$ cat src/rtl/mem_pkg.sv
// Shared definitions for the memory access path: size, direction and
// error codes, controller state encoding and the alignment check.
package mem_pkg;

    // Access size codes, identical to memory_unit's wordSelector encoding
    localparam logic [1:0] SZ_WORD = 2'b00;
    localparam logic [1:0] SZ_BYTE = 2'b01;
    localparam logic [1:0] SZ_HALF = 2'b10;
    localparam logic [1:0] SZ_ILL  = 2'b11;

    // ReadWrite pin polarity
    localparam logic RW_READ  = 1'b1;
    localparam logic RW_WRITE = 1'b0;

    // Response error codes
    localparam logic [1:0] ERR_OK       = 2'b00;
    localparam logic [1:0] ERR_MISALIGN = 2'b01;
    localparam logic [1:0] ERR_SIZE     = 2'b10;
    localparam logic [1:0] ERR_TIMEOUT  = 2'b11;

    typedef enum logic [1:0] {
        ST_IDLE    = 2'b00,
        ST_ACCESS  = 2'b01,
        ST_DONE    = 2'b10,
        ST_RELEASE = 2'b11
    } state_e;

    // Classify a request before memory is touched; illegal size wins
    // over misalignment.
    function automatic logic [1:0] check_access(input logic [1:0] size,
                                                input logic [1:0] addr_lo);
        logic [1:0] err;
        if (size == SZ_ILL) begin
            err = ERR_SIZE;
        end else if ((size == SZ_HALF) && (addr_lo[0] != 1'b0)) begin
            err = ERR_MISALIGN;
        end else if ((size == SZ_WORD) && (addr_lo != 2'b00)) begin
            err = ERR_MISALIGN;
        end else begin
            err = ERR_OK;
        end
        return err;
    endfunction

endpackage

$ cat src/rtl/mem_access_ctrl_if.sv
// Request/response channel from the CPU control unit plus the
// memory_unit pin bundle, as seen by mem_access_ctrl.
interface mem_access_ctrl_if;
    logic        req_valid;
    logic        req_ready;
    logic        req_write;
    logic [1:0]  req_size;
    logic        req_signed;
    logic [31:0] req_addr;
    logic [31:0] req_wdata;
    logic        resp_valid;
    logic [31:0] resp_rdata;
    logic [1:0]  resp_err;
    logic        mem_enable;
    logic        mem_rw;
    logic [31:0] mem_addr;
    logic [31:0] mem_din;
    logic [1:0]  mem_wsel;
    logic        mem_mfc;
    logic [31:0] mem_dout;

    // Controller side
    modport slave (
        input  req_valid, req_write, req_size, req_signed, req_addr, req_wdata,
        input  mem_mfc, mem_dout,
        output req_ready, resp_valid, resp_rdata, resp_err,
        output mem_enable, mem_rw, mem_addr, mem_din, mem_wsel
    );

    // Requester / memory side
    modport master (
        output req_valid, req_write, req_size, req_signed, req_addr, req_wdata,
        output mem_mfc, mem_dout,
        input  req_ready, resp_valid, resp_rdata, resp_err,
        input  mem_enable, mem_rw, mem_addr, mem_din, mem_wsel
    );
endinterface

$ cat src/rtl/load_extend.sv
// Zero/sign extension of right-justified load data by access size.
// Purely combinational so the writeback stage can reuse it.
module load_extend
    import mem_pkg::*;
(
    input  logic [1:0]  size,
    input  logic        is_signed,
    input  logic [31:0] raw,
    output logic [31:0] result
);

    // Select the live bits and replicate the sign bit when requested
    always_comb begin
        result = raw;
        case (size)
            SZ_BYTE: result = {{24{is_signed & raw[7]}}, raw[7:0]};
            SZ_HALF: result = {{16{is_signed & raw[15]}}, raw[15:0]};
            SZ_WORD: result = raw;
            default: result = raw;
        endcase
    end

endmodule

$ cat src/rtl/mem_access_ctrl.sv
// Single-outstanding load/store controller in front of memory_unit.
// Checks the request, drives Enable/ReadWrite/Address/DataIn/wordSelector,
// waits for MFC (bounded by a timeout), returns extended read data and
// holds off the next request until MFC has dropped again.
module mem_access_ctrl
    import mem_pkg::*;
#(
    parameter int TIMEOUT_CYCLES = 16,
    parameter int CNT_W          = 5
) (
    input  logic             clk,
    input  logic             reset,
    mem_access_ctrl_if.slave bus
);

    localparam logic [CNT_W-1:0] CNT_LAST = CNT_W'(TIMEOUT_CYCLES - 1);
    localparam logic [CNT_W-1:0] CNT_ONE  = CNT_W'(1);

    state_e           state_r, state_nxt_s;
    logic [CNT_W-1:0] cnt_r, cnt_nxt_s;
    logic [1:0]       size_r, size_nxt_s;
    logic             signed_r, signed_nxt_s;
    logic             write_r, write_nxt_s;

    logic             req_ready_r, req_ready_nxt_s;
    logic             resp_valid_r, resp_valid_nxt_s;
    logic [31:0]      resp_rdata_r, resp_rdata_nxt_s;
    logic [1:0]       resp_err_r, resp_err_nxt_s;
    logic             mem_enable_r, mem_enable_nxt_s;
    logic             mem_rw_r, mem_rw_nxt_s;
    logic [31:0]      mem_addr_r, mem_addr_nxt_s;
    logic [31:0]      mem_din_r, mem_din_nxt_s;
    logic [1:0]       mem_wsel_r, mem_wsel_nxt_s;

    logic [1:0]       chk_err_s;
    logic             timeout_s;
    logic [31:0]      ext_data_s;

    assign chk_err_s = check_access(bus.req_size, bus.req_addr[1:0]);
    assign timeout_s = (cnt_r == CNT_LAST);

    load_extend u_load_extend (
        .size      (size_r),
        .is_signed (signed_r),
        .raw       (bus.mem_dout),
        .result    (ext_data_s)
    );

    // State register
    always_ff @(posedge clk) begin
        if (reset) begin
            state_r <= ST_IDLE;
        end else begin
            state_r <= state_nxt_s;
        end
    end

    // Next-state decode; MFC beats timeout, DONE waits out a lingering MFC
    always_comb begin
        state_nxt_s = state_r;
        case (state_r)
            ST_IDLE: begin
                if (bus.req_valid) begin
                    state_nxt_s = (chk_err_s == ERR_OK) ? ST_ACCESS : ST_DONE;
                end else begin
                    state_nxt_s = ST_IDLE;
                end
            end
            ST_ACCESS: begin
                if (bus.mem_mfc || timeout_s) begin
                    state_nxt_s = ST_DONE;
                end else begin
                    state_nxt_s = ST_ACCESS;
                end
            end
            ST_DONE:    state_nxt_s = bus.mem_mfc ? ST_RELEASE : ST_IDLE;
            ST_RELEASE: state_nxt_s = bus.mem_mfc ? ST_RELEASE : ST_IDLE;
            default:    state_nxt_s = ST_IDLE;
        endcase
    end

    // Next values of the registered outputs and request capture
    always_comb begin
        cnt_nxt_s        = cnt_r;
        size_nxt_s       = size_r;
        signed_nxt_s     = signed_r;
        write_nxt_s      = write_r;
        resp_rdata_nxt_s = resp_rdata_r;
        resp_err_nxt_s   = resp_err_r;
        mem_rw_nxt_s     = mem_rw_r;
        mem_addr_nxt_s   = mem_addr_r;
        mem_din_nxt_s    = mem_din_r;
        mem_wsel_nxt_s   = mem_wsel_r;
        case (state_r)
            ST_IDLE: begin
                if (bus.req_valid) begin
                    size_nxt_s   = bus.req_size;
                    signed_nxt_s = bus.req_signed;
                    write_nxt_s  = bus.req_write;
                    cnt_nxt_s    = '0;
                    if (chk_err_s != ERR_OK) begin
                        // Rejected: memory pins are left untouched
                        resp_err_nxt_s   = chk_err_s;
                        resp_rdata_nxt_s = 32'h0000_0000;
                    end else begin
                        mem_addr_nxt_s = bus.req_addr;
                        mem_din_nxt_s  = bus.req_wdata;
                        mem_wsel_nxt_s = bus.req_size;
                        mem_rw_nxt_s   = bus.req_write ? RW_WRITE : RW_READ;
                    end
                end else begin
                    cnt_nxt_s = cnt_r;
                end
            end
            ST_ACCESS: begin
                cnt_nxt_s = cnt_r + CNT_ONE;
                if (bus.mem_mfc) begin
                    resp_err_nxt_s   = ERR_OK;
                    resp_rdata_nxt_s = write_r ? 32'h0000_0000 : ext_data_s;
                end else if (timeout_s) begin
                    resp_err_nxt_s   = ERR_TIMEOUT;
                    resp_rdata_nxt_s = 32'h0000_0000;
                end else begin
                    resp_err_nxt_s   = resp_err_r;
                end
            end
            default: begin
                cnt_nxt_s = cnt_r;
            end
        endcase
        mem_enable_nxt_s = (state_nxt_s == ST_ACCESS);
        req_ready_nxt_s  = (state_nxt_s == ST_IDLE);
        resp_valid_nxt_s = (state_nxt_s == ST_DONE);
    end

    // Output and datapath registers
    always_ff @(posedge clk) begin
        if (reset) begin
            cnt_r        <= '0;
            size_r       <= SZ_WORD;
            signed_r     <= 1'b0;
            write_r      <= 1'b0;
            req_ready_r  <= 1'b1;
            resp_valid_r <= 1'b0;
            resp_rdata_r <= 32'h0000_0000;
            resp_err_r   <= ERR_OK;
            mem_enable_r <= 1'b0;
            mem_rw_r     <= RW_READ;
            mem_addr_r   <= 32'h0000_0000;
            mem_din_r    <= 32'h0000_0000;
            mem_wsel_r   <= SZ_WORD;
        end else begin
            cnt_r        <= cnt_nxt_s;
            size_r       <= size_nxt_s;
            signed_r     <= signed_nxt_s;
            write_r      <= write_nxt_s;
            req_ready_r  <= req_ready_nxt_s;
            resp_valid_r <= resp_valid_nxt_s;
            resp_rdata_r <= resp_rdata_nxt_s;
            resp_err_r   <= resp_err_nxt_s;
            mem_enable_r <= mem_enable_nxt_s;
            mem_rw_r     <= mem_rw_nxt_s;
            mem_addr_r   <= mem_addr_nxt_s;
            mem_din_r    <= mem_din_nxt_s;
            mem_wsel_r   <= mem_wsel_nxt_s;
        end
    end

    assign bus.req_ready  = req_ready_r;
    assign bus.resp_valid = resp_valid_r;
    assign bus.resp_rdata = resp_rdata_r;
    assign bus.resp_err   = resp_err_r;
    assign bus.mem_enable = mem_enable_r;
    assign bus.mem_rw     = mem_rw_r;
    assign bus.mem_addr   = mem_addr_r;
    assign bus.mem_din    = mem_din_r;
    assign bus.mem_wsel   = mem_wsel_r;

endmodule
$ cat src/flat_wrapper.sv
// flat-port wrapper written by rule: the top's interface ports become plain ports
module mem_access_ctrl_flat import mem_pkg::*;
#(
    parameter int TIMEOUT_CYCLES = 16,
    parameter int CNT_W          = 5
)
  (clk, reset, bus_req_valid, bus_req_write, bus_req_size, bus_req_signed, bus_req_addr, bus_req_wdata, bus_mem_mfc, bus_mem_dout, bus_req_ready, bus_resp_valid, bus_resp_rdata, bus_resp_err, bus_mem_enable, bus_mem_rw, bus_mem_addr, bus_mem_din, bus_mem_wsel);
  mem_access_ctrl_if bus_i ();
  input  logic clk;
  input  logic reset;
  input wire logic [$bits(bus_i.req_valid)-1:0] bus_req_valid;
  input wire logic [$bits(bus_i.req_write)-1:0] bus_req_write;
  input wire logic [$bits(bus_i.req_size)-1:0] bus_req_size;
  input wire logic [$bits(bus_i.req_signed)-1:0] bus_req_signed;
  input wire logic [$bits(bus_i.req_addr)-1:0] bus_req_addr;
  input wire logic [$bits(bus_i.req_wdata)-1:0] bus_req_wdata;
  input wire logic [$bits(bus_i.mem_mfc)-1:0] bus_mem_mfc;
  input wire logic [$bits(bus_i.mem_dout)-1:0] bus_mem_dout;
  output wire logic [$bits(bus_i.req_ready)-1:0] bus_req_ready;
  output wire logic [$bits(bus_i.resp_valid)-1:0] bus_resp_valid;
  output wire logic [$bits(bus_i.resp_rdata)-1:0] bus_resp_rdata;
  output wire logic [$bits(bus_i.resp_err)-1:0] bus_resp_err;
  output wire logic [$bits(bus_i.mem_enable)-1:0] bus_mem_enable;
  output wire logic [$bits(bus_i.mem_rw)-1:0] bus_mem_rw;
  output wire logic [$bits(bus_i.mem_addr)-1:0] bus_mem_addr;
  output wire logic [$bits(bus_i.mem_din)-1:0] bus_mem_din;
  output wire logic [$bits(bus_i.mem_wsel)-1:0] bus_mem_wsel;
  assign bus_i.req_valid = bus_req_valid;
  assign bus_i.req_write = bus_req_write;
  assign bus_i.req_size = bus_req_size;
  assign bus_i.req_signed = bus_req_signed;
  assign bus_i.req_addr = bus_req_addr;
  assign bus_i.req_wdata = bus_req_wdata;
  assign bus_i.mem_mfc = bus_mem_mfc;
  assign bus_i.mem_dout = bus_mem_dout;
  assign bus_req_ready = bus_i.req_ready;
  assign bus_resp_valid = bus_i.resp_valid;
  assign bus_resp_rdata = bus_i.resp_rdata;
  assign bus_resp_err = bus_i.resp_err;
  assign bus_mem_enable = bus_i.mem_enable;
  assign bus_mem_rw = bus_i.mem_rw;
  assign bus_mem_addr = bus_i.mem_addr;
  assign bus_mem_din = bus_i.mem_din;
  assign bus_mem_wsel = bus_i.mem_wsel;
  mem_access_ctrl #(.TIMEOUT_CYCLES(TIMEOUT_CYCLES), .CNT_W(CNT_W)) u_core (.clk(clk), .reset(reset), .bus(bus_i));
endmodule
$ cat config.mk
export PLATFORM = sky130hd
export DESIGN_NAME = mem_access_ctrl_flat
export DESIGN_NICKNAME = d
export VERILOG_FILES = /design/src/rtl/mem_pkg.sv /design/src/rtl/mem_access_ctrl_if.sv /design/src/rtl/load_extend.sv /design/src/rtl/mem_access_ctrl.sv /design/src/flat_wrapper.sv
export SDC_FILE = /design/constraint.sdc
export NUM_CORES = 1
export LEC_CHECK = 0
export BUFFER_PORTS_ARGS = -buffer_cell sky130_fd_sc_hd__buf_2
export CORE_ASPECT_RATIO = 2
export CORE_MARGIN = 2
export CORE_UTILIZATION = 43
export DETAILED_ROUTE_END_ITERATION = 10
export GPL_TIMING_DRIVEN = 1
export PLACE_DENSITY_LB_ADDON = 0.3
export SETUP_SLACK_MARGIN = 0.4
export SLEW_MARGIN = 25
export SYNTH_ARGS = -nofsm -noshare
export SYNTH_HDL_FRONTEND = slang
export SYNTH_SLANG_ARGS = --single-unit
$ cat constraint.sdc
create_clock -name clk -period 1.65 [get_ports clk]
set_clock_uncertainty 0.1 [all_clocks]
set_input_delay 0.4125 -clock clk [delete_from_list [all_inputs] [get_ports clk]]
set_output_delay 0.4125 -clock clk [all_outputs]
set_load 0.05 [all_outputs]
# After elaboration in Yosys (flattened, before gate mapping)
# Index checks and enable logic that the tools add are counted.
# classes
n_addsub	1
mul	0
n_div	0
order_cmp	0
eq_ne	13
shift	0
muxes	23
bitwise	3
reduce_logical	15
# ops
op	n
two-way mux 32 bit	5
case mux 32 bit (2 select lines)	2
two-way mux 2 bit	10
equality test 2 bit (second input constant)	6
case mux 5 bit (2 select lines)	1
zero test 2 bit	4
equality test 2 x 1 -> 1 bit (second input constant)	3
case mux 2 bit (3 select lines)	1
nonzero test 2 bit	3
adder 5 x 1 -> 5 bit (second input constant)	1
equality test 5 x 4 -> 1 bit (second input constant)	1
two-way mux 5 bit	1
case mux 2 bit (2 select lines)	1
AND reduction 2 bit	2
AND reduction 4 bit	1
inequality test 3 x 2 -> 1 bit (second input constant)	1
AND reduction 3 bit	1
AND 1 bit	2
logical AND 1 bit	2
two-way mux 1 bit	2
inequality test 2 x 1 -> 1 bit (second input constant)	1
inequality test 2 bit (second input constant)	1
OR reduction 2 bit	1
logical OR 1 bit	1
inverter 1 bit	1
# totals
regBits	115
latch_bits	0
mem_bits_rw	0
mem_bits_ro	0
input_bits	104
out_inout_bits	104
elab_cells	69
mem_count	0

# Longest topological paths before layout
# depth
ltp_word	10
ltp_mapped	8
depth_no_buf	7

# By module
# Synthesis repeated with hierarchy kept, for this count alone.
# hier_totals
hier_cells	523
area_unflattened_um2	4484.3
# modules_own_cells
mod	instances	cells_per_inst	area_each_um2	seq_area_each_um2
mem_access_ctrl	1	461	4103.9	2302.2
load_extend	1	62	380.4	0.0

# Least setup slack after synthesis
# No wires, ideal clock.
# synth_path
path_type	register -> register
from	register u_core.cnt_r[0]
to	register u_core.resp_rdata_r[17], in the netlist u_core.bus.resp_rdata[17]
setup_ps	60
arrival_time_ps	1641
t_required_ps	1490
path_slack_ps	-151
stages_incl_launch_ff	9
path_buffers	1
period_less_slack_ps	1801
path_cell_list	dfxtp_1 > ha_1 > and3_1 > ha_1 > nor2_1 > nor2_1 > nor3_2 > buf_2 > a22o_1
# synth_between
elab_chain_cells	3
# synth_rtl
element	line_no	rtl
start: declaration	mem_access_ctrl.sv:20	logic [CNT_W-1:0] cnt_r, cnt_nxt_s;
start signal: assignment	mem_access_ctrl.sv:153	cnt_r <= cnt_nxt_s;
equality test 5 x 4 -> 1 bit	mem_access_ctrl.sv:40	assign timeout_s = (cnt_r == CNT_LAST);
inequality test 3 x 2 -> 1 bit (no line)	n/a	
AND reduction 4 bit (no line)	n/a	
end signal: assignment	mem_access_ctrl.sv:159	resp_rdata_r <= resp_rdata_nxt_s;
end: declaration	mem_access_ctrl.sv:27	logic [31:0] resp_rdata_r, resp_rdata_nxt_s;
# Every way passes these cells.
# A chain may end at the register's enable or synchronous reset.

# Worst setup path in the final report
# layout_path
from	register u_core.cnt_r[0]
to	register u_core.resp_err_r[1], in the netlist u_core.bus.resp_err[1]
# layout_between
elab_chain_cells	3
# layout_rtl
element	line_no	rtl
equality test 5 x 4 -> 1 bit	mem_access_ctrl.sv:40	
inequality test 3 x 2 -> 1 bit (no line)	n/a	
AND reduction 4 bit (no line)	n/a	
end signal: assignment	mem_access_ctrl.sv:160	resp_err_r <= resp_err_nxt_s;
end: declaration	mem_access_ctrl.sv:28	logic [1:0] resp_err_r, resp_err_nxt_s;
# Every way passes these cells.

==> results_dict.tcl <==
set metrics [dict create \
    critPathMaxFanout 3 \
    antenna_left 0 \
    first_global_vias 5039 \
    period_needed_ps 1880 \
    leakage_nw 4.01 \
    timing.fmax_mhz 533 \
    hpwl_um 9150 \
    crit_path_start_kind "register" \
    slowest_stage "dfxtp_2" \
    pre_cts_ws_ps -292 \
    r2r.worst_path.cells 7 \
    wl_um 18400 \
    grt_start_max_net_pins 62 \
    first_iter_violations 205 \
    slew_headroom_pct 72.1 \
    yosysUniqueCellTypes 40 \
    final-setup-viol-count 101 \
    cp.required_ps 1820 \
    cts_tree "yes" \
    worstHoldPathCells 3 \
    drv_cap 0 \
    synth.yosys.warnings 0 \
    tightest_slew_ps 419 \
    status "finished with violations" \
    drc 0 \
    crit_path_end_kind "register" \
    dieArea_mm2 0.0123 \
    power_density_mw_per_mm2 1020 \
    clk_pin_slew_ps 60 \
    setup_ws_ps -225 \
    grt_setup_unrepaired "true" \
    critPathBufInv 1 \
    cts_buffer_depth 2 \
    antenna_found_initial 0 \
    synth.avg_cell_area_um2 10.0 \
    hold_path.class "in -> reg" \
    final_util_pct 82.5 \
    fin_nets 903 \
    arrival_ps 2050 \
    worst_ir_drop_vdd_mv 0.746 \
    fin_cells 950 \
    core_mm2 0.0112 \
    cpMostUsedCell "ha_4" \
    rows 55 \
    portBuffers 207 \
    slew_viol_final 0 \
    dp.cells 842 \
    synth_fp_nets 596 \
    drive_gt1_share_pct 63.9 \
    die_w_um 79.5 \
    whs_ps 149 \
    cp.depth 7 \
    h-tree-depth 4 \
    cp_top_family "simple AND/OR/NAND/NOR gates" \
    routed_via_density 5.21 \
    drt_pass1_iterations 4 \
    place_congestion 0.774 \
    synth_seq_area_share_pct 47.0 \
    power.total_mw 9.46 \
    area_growth_pct 89.0 \
    antenna_cells 0 \
    ys_ff_latch 115 \
    cp_slowest_stage_delay_ps 330 \
    violations "setup timing" \
    critical_path_class "reg -> reg" \
    clk_latency_ps 400 \
    num_vias 4950 \
    grt_pass1_wl_um 24800 \
    gr-total-overflow 0 \
    synthesis.area_mm2 0.00490 \
    initial_core_util_pct 43.7 \
    fin_crit_sh_pct 114 \
    synthCells 488 \
    die_y_um 155 \
    cts_root_buf "clkbuf_16" \
    grt_usage_pct 26.2 \
    clkSinkCount 115 \
    numCtsBuffers 17 \
    hold_viol_final 0 \
    critical_path.cell_chain "ha_4, and3_4, ha_4, buf_4, o21ai_2, a211oi_1, nor3_1" \
    io_pins 208 \
    ctsHoldBuffers 0 \
    avgRoutedWirePerCell_um 19.4 \
]
per-layer routing:
| metal | up-vias | share of wire, % | global-route usage [%] |
|---|---|---|---|
| met4 | 0 | 5.2 | 16.8 |
| li1 | 2276 | - | - |
| met3 | 68 | 7.1 | 6.90 |
| met2 | 255 | 56 | 48.7 |
| met5 | - | 0 | 0 |
| met1 | 2351 | 32 | 24.1 |
sequential cells by signal, summed over array words and instances (netlist names):
register	flops
u_core.bus.mem_addr	32
u_core.bus.mem_din	32
u_core.bus.resp_rdata	32
u_core.cnt_r	5
u_core.bus.mem_wsel	2
u_core.bus.resp_err	2
u_core.size_r	2
u_core.state_r	2
u_core.bus.mem_enable	1
u_core.bus.mem_rw	1
u_core.bus.req_ready	1
u_core.bus.resp_valid	1
u_core.signed_r	1
u_core.write_r	1
cells in the final DEF (no fill, tap or decap), drive strengths merged, types with 3 or more instances in the layout:
| master | instances |
|---|---|
| buf | 322 |
| nand2b | 146 |
| dfxtp | 115 |
| mux2i | 65 |
| a22o | 25 |
| clkbuf | 21 |
| a21oi | 20 |
| nor2 | 17 |
| nand2 | 9 |
| o2bb2ai | 8 |
| o21ai | 6 |
| clkinv | 6 |
| bufinv | 4 |
| and3 | 4 |
| nor2b | 4 |
| a211oi | 4 |
| nor3 | 4 |
| ha | 4 |
| inv | 3 |
| clkinvlp | 3 |
| nand3 | 3 |
cell usage after synthesis:
library cell	count	area share (%)
nor2b_1	4	0.51
mux2i_1	65	13
ha_1	4	1.0
nor3_2	1	0.20
a211oi_1	3	0.46
and3b_1	1	0.18
buf_1	3	0.23
o2bb2ai_1	8	1.4
a22o_1	25	4.5
nor2_1	16	1.2
o21ba_2	1	0.20
a221oi_1	1	0.18
nand2b_1	146	19
dfxtp_1	115	47
a21oi_1	20	2.0
a21o_1	1	0.15
clkbuf_1	18	1.4
nor3_1	3	0.31
inv_1	3	0.23
buf_4	3	0.46
o21ai_0	6	0.61
nor3b_2	1	0.26
or3b_1	1	0.18
and3_1	4	0.51
a22oi_1	1	0.15
o32ai_1	1	0.18
nand3_1	2	0.20
buf_2	7	0.72
nor2_2	1	0.13
or2_2	1	0.13
buf_6	5	1.1
a211oi_2	1	0.26
and4b_1	1	0.20
nand3_2	1	0.20
o311ai_1	1	0.18
nand2_1	9	0.69
nand3b_1	1	0.15
o311a_1	1	0.20
o22ai_1	1	0.13
a31oi_1	1	0.13
report_power, final:
part	switching [mW]	internal (mW)
clock	1.35	2.56
combinational	1.24	1.16
sequential	0.166	2.98
worst register-to-register path: stages, from the launching register on:
cell,delay [ps]
dfxtp_2,330
ha_4,160
and3_4,150
ha_4,170
buf_4,140
o21ai_2,210
a211oi_1,150
nor3_1,330
area by class of cell:
class                           instances  area, um2
Clock buffer                           19        443
Inverter                                3       11.3
Tap cell                              142        178
Fill cell                             567       1960
Clock inverter                         13        184
Timing Repair Buffer                  324       3250
Sequential cell                       115       2450
Multi-Input combinational cell        334       2750
per-stage QoR:
step / cell area, um2 / TNS, ps
global route: 9260 / -13510
floorplan: 5000 / -3830
detailed placement: 6360 / -22080
finish: 9260 / -8700
CTS: 8680 / -7110
global placement: 6360 / -19500
final timing paths:
check	endpoint	from	slack (ps)
min	u_core.bus.mem_din[4]	bus_req_wdata[4]	150
min reg2reg	u_core.bus.mem_din[7]	u_core.bus.mem_din[7]	390
max	u_core.bus.resp_err[1]	u_core.cnt_r[0]	-230
max reg2reg	u_core.bus.resp_err[1]	u_core.cnt_r[0]	-230
cell families after synthesis:
family	Yosys count	share of synthesized area, %
and+or+nand+nor	193	23.7
DFF	115	47.0
AOI/OAI and AO/OA	72	10.8
muxes	65	13.3
buffers and inverters	39	4.16
adders and majority gates	4	1.02
timing repair:
| item | in CTS | in global routing |
|---|---|---|
| buffers inserted | 38 | 32 |
| resized for setup | 435 | 67 |
| gates cloned | 4 | 2 |
| pin swaps | 24 | 10 |
| setup endpoints to repair | 219 | 219 |
Power figures use the tool's default switching activity.
